File: src/rtl/game_control.sv
// Game sequencing FSM: start on key, draw / frame hold / erase / step per animation step.
// Optional GAME_CONTROL_PAUSE_EN adds a pause input that freezes the frame hold.
//
// state     | meaning
// ----------+-------------------------------------------------------
// IDLE    0 | waiting for go press
// GO_WAIT 1 | waiting for go release; score cleared on exit
// DRAW    2 | draw burst, N pixels
// HOLD    3 | hold drawn frame for FRAME_CYCLES*FRAMES_PER_STEP cycles
// ERASE   4 | erase burst, N pixels in colour 0
// STEP    5 | one-cycle position step, score increment, finish sampled
// DONE    6 | game over, score held; go restarts
module game_control #(
  parameter int PIXELS_PER_OBJ  = 16,
  parameter int OBJ_COUNT       = 2,
  parameter int FRAME_CYCLES    = 833334,
  parameter int FRAMES_PER_STEP = 4
) (
  input  logic       clock,
  input  logic       resetn,
  input  logic       go,
  input  logic       finish,
`ifdef GAME_CONTROL_PAUSE_EN
  input  logic       pause,
`endif
  output logic       draw,
  output logic       plot,
  output logic       erase,
  output logic       setoff,
  output logic       step,
  output logic [7:0] score,
  output logic [2:0] state
);

  localparam int N     = PIXELS_PER_OBJ * OBJ_COUNT;
  localparam int PIX_W = (N > 1) ? $clog2(N) : 1;
  localparam int FC_W  = (FRAME_CYCLES > 1) ? $clog2(FRAME_CYCLES) : 1;
  localparam int FN_W  = (FRAMES_PER_STEP > 1) ? $clog2(FRAMES_PER_STEP) : 1;

  localparam logic [PIX_W-1:0] PIX_LAST = PIX_W'(N - 1);
  localparam logic [FC_W-1:0]  FC_LAST  = FC_W'(FRAME_CYCLES - 1);
  localparam logic [FN_W-1:0]  FN_LAST  = FN_W'(FRAMES_PER_STEP - 1);

  typedef enum logic [2:0] {
    S_IDLE    = 3'd0,
    S_GO_WAIT = 3'd1,
    S_DRAW    = 3'd2,
    S_HOLD    = 3'd3,
    S_ERASE   = 3'd4,
    S_STEP    = 3'd5,
    S_DONE    = 3'd6
  } state_t;

  state_t            state_q, state_d;
  logic [PIX_W-1:0]  pix_cnt;
  logic [FC_W-1:0]   frm_cyc;
  logic [FN_W-1:0]   frm_cnt;
  logic              hold_run;
  logic              frm_last;
  logic              hold_tc;
  logic              pix_last;

`ifdef GAME_CONTROL_PAUSE_EN
  assign hold_run = ~pause;
`else
  assign hold_run = 1'b1;
`endif

  assign pix_last = (pix_cnt == PIX_LAST);
  assign frm_last = (frm_cyc == FC_LAST);
  assign hold_tc  = frm_last && (frm_cnt == FN_LAST);

  // A paused hold never leaves HOLD, even when sitting on the terminal count.
  always_comb begin
    state_d = state_q;
    case (state_q)
      S_IDLE:    if (go)                  state_d = S_GO_WAIT;
      S_GO_WAIT: if (!go)                 state_d = S_DRAW;
      S_DRAW:    if (pix_last)            state_d = S_HOLD;
      S_HOLD:    if (hold_run && hold_tc) state_d = S_ERASE;
      S_ERASE:   if (pix_last)            state_d = S_STEP;
      S_STEP:    state_d = finish ? S_DONE : S_DRAW;
      S_DONE:    if (go)                  state_d = S_GO_WAIT;
      default:   state_d = S_IDLE;
    endcase
  end

  always_ff @(posedge clock) begin
    if (!resetn) begin
      state_q <= S_IDLE;
      pix_cnt <= '0;
      frm_cyc <= '0;
      frm_cnt <= '0;
      score   <= '0;
    end else begin
      state_q <= state_d;
      // every state change clears the counters, so each burst and hold starts at zero
      if (state_d != state_q) begin
        pix_cnt <= '0;
        frm_cyc <= '0;
        frm_cnt <= '0;
      end else begin
        if (state_q == S_DRAW || state_q == S_ERASE)
          pix_cnt <= pix_cnt + 1'b1;
        if (state_q == S_HOLD && hold_run) begin
          if (frm_last) begin
            frm_cyc <= '0;
            frm_cnt <= frm_cnt + 1'b1;
          end else begin
            frm_cyc <= frm_cyc + 1'b1;
          end
        end
      end
      if (state_q == S_GO_WAIT && !go)
        score <= '0;
      else if (state_q == S_STEP && score != 8'hFF)
        score <= score + 1'b1;
    end
  end

  always_comb begin
    draw   = 1'b0;
    plot   = 1'b0;
    erase  = 1'b0;
    setoff = 1'b0;
    step   = 1'b0;
    case (state_q)
      S_DRAW: begin
        draw = 1'b1;
        plot = 1'b1;
      end
      S_HOLD:  setoff = 1'b1;
      S_ERASE: begin
        draw  = 1'b1;
        plot  = 1'b1;
        erase = 1'b1;
      end
      S_STEP:  step = 1'b1;
      default: ;
    endcase
  end

  assign state = state_q;

endmodule

File: config.mk
export PLATFORM = sky130hd
export DESIGN_NAME = game_control
export DESIGN_NICKNAME = d
export VERILOG_FILES = /design/src/rtl/game_control.sv
export SDC_FILE = /design/constraint.sdc
export NUM_CORES = 1
export LEC_CHECK = 0
export ABC_AREA = 1
export BUFFER_PORTS_ARGS = -buffer_cell sky130_fd_sc_hd__buf_2
export CORE_ASPECT_RATIO = 1.1
export CORE_MARGIN = 2
export CORE_UTILIZATION = 55
export DETAILED_ROUTE_END_ITERATION = 7
export PLACE_DENSITY = 0.75
export SETUP_SLACK_MARGIN = 0.02
export SLEW_MARGIN = 20
export SYNTH_ARGS = -nofsm -noshare
export SYNTH_HDL_FRONTEND = slang
export SYNTH_SLANG_ARGS = --single-unit
File: constraint.sdc
create_clock -name clock -period 1.9 [get_ports clock]
set_input_delay 0.095 -clock clock [delete_from_list [all_inputs] [get_ports clock]]
set_output_delay 0.095 -clock clock [all_outputs]
set_load 0.02 [all_outputs]
# Word-level counts from Yosys, hierarchy flattened
# Cells that the tools add are included.
# W data, S select, Z words.
# totals
register_bits,38
in_bits,4
out_inout_bits,16
elab_cells,44
# classes
addsub,4
n_eq_ne,11
n_mux,12
bitwise_logic,1
reduce_logical,11
# op_table
cell,count
$add A20 B1 Y20 const B,1
$eq A20 B20 Y1 const B,1
$mux W20,1
$mux W3,6
$pmux W3 S6,1
$eq A3 B3 Y1 const B,3
$add A8 B1 Y8 const B,1
$ne A8 B8 Y1 const B,1
$reduce_or A2 Y1,4
$eq A3 B2 Y1 const B,2
$add A5 B1 Y5 const B,1
$eq A5 B5 Y1 const B,1
$mux W1,4
$eq A3 B1 Y1 const B,1
$logic_and A1 B1 Y1,3
$logic_not A3 Y1,1
$ne A3 B3 Y1,1
$add A2 B1 Y2 const B,1
$eq A2 B2 Y1 const B,1
$reduce_and A2 Y1,1
$logic_not A1 Y1,1
$logic_or A1 B1 Y1,1
$not A1 Y1,1

# Longest topological paths before layout
# depth
depth_word,6
mapped_depth,12
depth_no_buf,11

# Worst setup path after synthesis
# Ideal clock, no wire load.
# synth_timing
path_kind,register to register
start,"register state_q[0], in the netlist state[0]"
end,register score[4]
setup_ps,117
arrival_ps,1722
t_required_ps,1783
slack_ps,61
path_stages_with_launch,8
n_path_buf,0
synth_period_minus_slack_ps,1839
path_cell_list,dfxtp_1 inv_1 nor2_1 o21ai_2 inv_1 nand2_1 o21ai_1 a21oi_1
# synth_via
elab_chain_len,3
elab_cells_between_ends,5
classes_between,eq/ne (2); reduce/logical (3)
# synth_lines
item,line,text
from (decl),54,"state_t state_q, state_d;"
from (signal assigned),96,state_q <= state_d;
$eq A3 B1 Y1,114,if (state_q == S_GO_WAIT && !go)
$logic_and A1 B1 Y1,114,
$reduce_or A2 Y1 (no line),-,
to (signal assigned),117,score <= score + 1'b1;
to (decl),31,"output logic [7:0] score,"
# Several ways; a longest one is shown, not always the timed one.
# A chain may end at the register's enable or synchronous reset.

# Worst setup path after layout
# layout_timing
start,register score[1]
end,register score[4]
# layout_via
elab_chain_len,2
elab_cells_between_ends,3
classes_between,add/sub (1); eq/ne (1); reduce/logical (1)
# layout_lines
item
branches (longest 2 deep; another with $add A8 B1 Y8)
# Several ways; the timed one is not identified.

==> run summary <==
Largest net degree at the start of global routing: 28
Wire length per cell: 10.8 microns
Final Setup Violations: 0
Clk sink count: 38
Synth cell types: 32
Mapped cell area: 0.00214 sq mm
H-Tree Depth: 2
Initial Utilization: 58.0%
Cell Rows: 23
Vias in the first global route: 1733
Internal Power: 1.12 mW
DP Wirelength: 3040 microns
Fillers: 368
Sequential power share: 55.2%
Top cells by area, synth: dfxtp_1 36%, nand2_1 10%, nor2_1 7.4%
Antenna violations before repair: 0
Syn Nets: 313
Critical Path End Type: flop
Syn-to-layout area delta: 11.9%
TritonCTS buffer count: 5
Die X: 63.4 microns
Worst setup path start: score[1]
FF-to-FF Start: score[1]
Post-DRT Antenna Nets: 0
Die height: 69.4 microns
Sw Pwr: 340 uW
# IOs: 20
Req. time, crit path: 2120 ps
DRT iter0 DRCs: 82
First-pass GRT wire length: 7040 microns
Clk buf depth: 2
Register area: 761 sq um
Total Routing Usage GR: 19.6%
Cell taking the most area after synthesis: dfxtp_1
Core area: 0.00368 sq mm
DRC Markers: 0
Sw Ratio: 23.2%
Via count: 1957
Worst vdd ir: 0.427 mV
I/O Buffers: 19
Fin. Hold Viols: 0
Maximum clock frequency: 596 MHz
Worst slew pin tran: 308 ps
Final period util: 88.3%
Top-area cell type share of the netlist area: 35.6%
Hold Crit Start: finish
Clock network power share: 37.9%
Worst setup SP type: flop
Status: finished, final reports clean
Max cap viols: 0
Combinational share of power: 6.9%
CTS tree: yes
Sequential area share after synthesis: 35.6%
Cells after synthesis: 303
Leak pwr: 0.917 nW
Synth warn: 0
Root Buffer: clkbuf_8
Reg clk slew, reported paths: 70 ps
Yosys reg bits: 38
Pins over their slew limit: 0
Worst Hold Slack: 113 ps
CP Data Arrival Time: 1900 ps
Worst-Skew Late Latency: 290 ps
Layout Skew: 5.53 ps
Critical path class: flop to flop
Footprint of the multi-input gates: 0.00121 sq mm
Relative slew slack: 79.3%
Detailed-route wire length: 4090 microns
RSZ-0062 raised after global routing: no
Hold Crit Class: input port to flop
Avg Vias per Cell: 5.16
Routability Congestion: 0.846
# nets final: 338
Power per Cell Area: 611 mW/mm^2
Setup_tns: 0 ps
Post-Synthesis Mean Instance Area: 7.05 sq um
Gr ovfl total: 0
Minimum clock period: 1680 ps
DIE AREA: 0.00440 sq mm
Pwr Total: 1.46 mW
Share of layout cells above drive strength 1: 17.6%
Crit-path max FO: 8
Antenna fix cells: 0
First-pass DRT Iterations: 5
## state kept, by name (all words and copies together) (netlist names)
signal,cells
frm_cnt,2
score,8
state,3
pix_cnt,5
frm_cyc,20
## worst max-delay path: stages (launching register included)
cell and delay, ps:
dfxtp_1 370, ha_1 240, nand4_1 190, o21ai_2 310, inv_1 210, nand2_1 120, o21ai_1 60, a21oi_1 100
## area by class of cell
cell class                 instances  area share (%)
clock buffer                       7            3.61
clock inverter                     1           0.209
inverter                          41            6.43
multi-input combinational        221            50.7
sequential                        38            31.8
tap                               50            2.62
timing repair buffer              21            4.60
## logic make-up after synthesis
logic type      after synthesis  synth area share (%)
compound gates               25                  6.62
simple gates                177                  40.0
fa+ha+maj                     6                  3.51
xor+xnor                      9                  3.69
flops                        38                  35.6
mux                           3                  1.46
buf+inv                      45                  9.13
## Yosys cell counts (all sizes together)
cell,instances
o21ai,7
xnor2,4
nor3,12
mux2i,2
nand4,11
a211oi,1
nand3,32
inv,41
o211ai,3
xor2,5
ha,6
a21o,1
dfxtp,38
buf,4
or2,3
nor2,54
or3,1
and2,1
mux2,1
a21oi,13
nand2,61
nor4,2
## layout by cell type, fill, tap and decap left out
cell      instances
clkbuf_8          6
inv_2             2
mux2i_1           2
or2_4             1
o21ai_0           5
nand3_4           4
buf_4             2
nand2_2           3
nor2_2           12
o21ai_1           1
nand3_2           1
or2_2             2
o211ai_1          3
nand4_1          11
clkinv_2          1
xnor2_1           4
o21ai_2           1
mux2_2            1
nor2_1           39
dfxtp_1          38
a211oi_1          1
nand2_1          58
a21oi_1          13
nor3_1           12
nand3_1          28
clkbuf_1          1
buf_2            19
nor2_4            3
nor4_1            2
xor2_1            5
a21o_1            1
ha_1              6
or3_1             1
and2_1            1
inv_1            39
## stage by stage
step	utilization [%]	instances	setup slack [ps]	area (sq um)
6_report	64.9	379	222	2390
5_1_grt	64.9	379	21.9	2390
4_1_cts	64.1	378	76.9	2360
3_5_place_dp	61.6	370	97.2	2270
3_3_place_gp	61.6	370	187	2270
2_1_floorplan	-	303	61.0	2140
## power by group through the flow
stage / logic (mW) / clock network [mW] / registers [mW]
2_1_floorplan: 0.0769 / 0 / 0.828
3_3_place_gp: 0.0930 / 0 / 0.825
3_5_place_dp: 0.0940 / 0 / 0.825
4_1_cts: 0.0939 / 0.568 / 0.806
5_1_grt: 0.112 / 0.600 / 0.807
6_report: 0.101 / 0.555 / 0.807
## layer usage
layer / track usage, % / wire, microns / up-vias
li1: - / - / 1034
met1: 24.9 / 1940 / 885
met2: 31.8 / 1910 / 32
met3: 5.03 / 174 / 6
met4: 7.00 / 62 / 0
met5: 0 / 0 / -
## timing repair
| action | 4_1_cts | 5_1_grt |
|---|---|---|
| hold buffers | 0 | 0 |
| buffers inserted | 0 | 0 |
| setup endpoints to repair | 0 | 28 |
| resized for setup | 0 | 5 |
## final timing paths
kind | to | slack [ps] | depth (start not counted)
max reg2reg | score[4] | 220 | 7
min reg2reg | score[4] | 490 | 2
max | score[4] | 220 | 7
min | state[2] | 110 | 3
No activity file was read; power rests on OpenSTA's default activity.
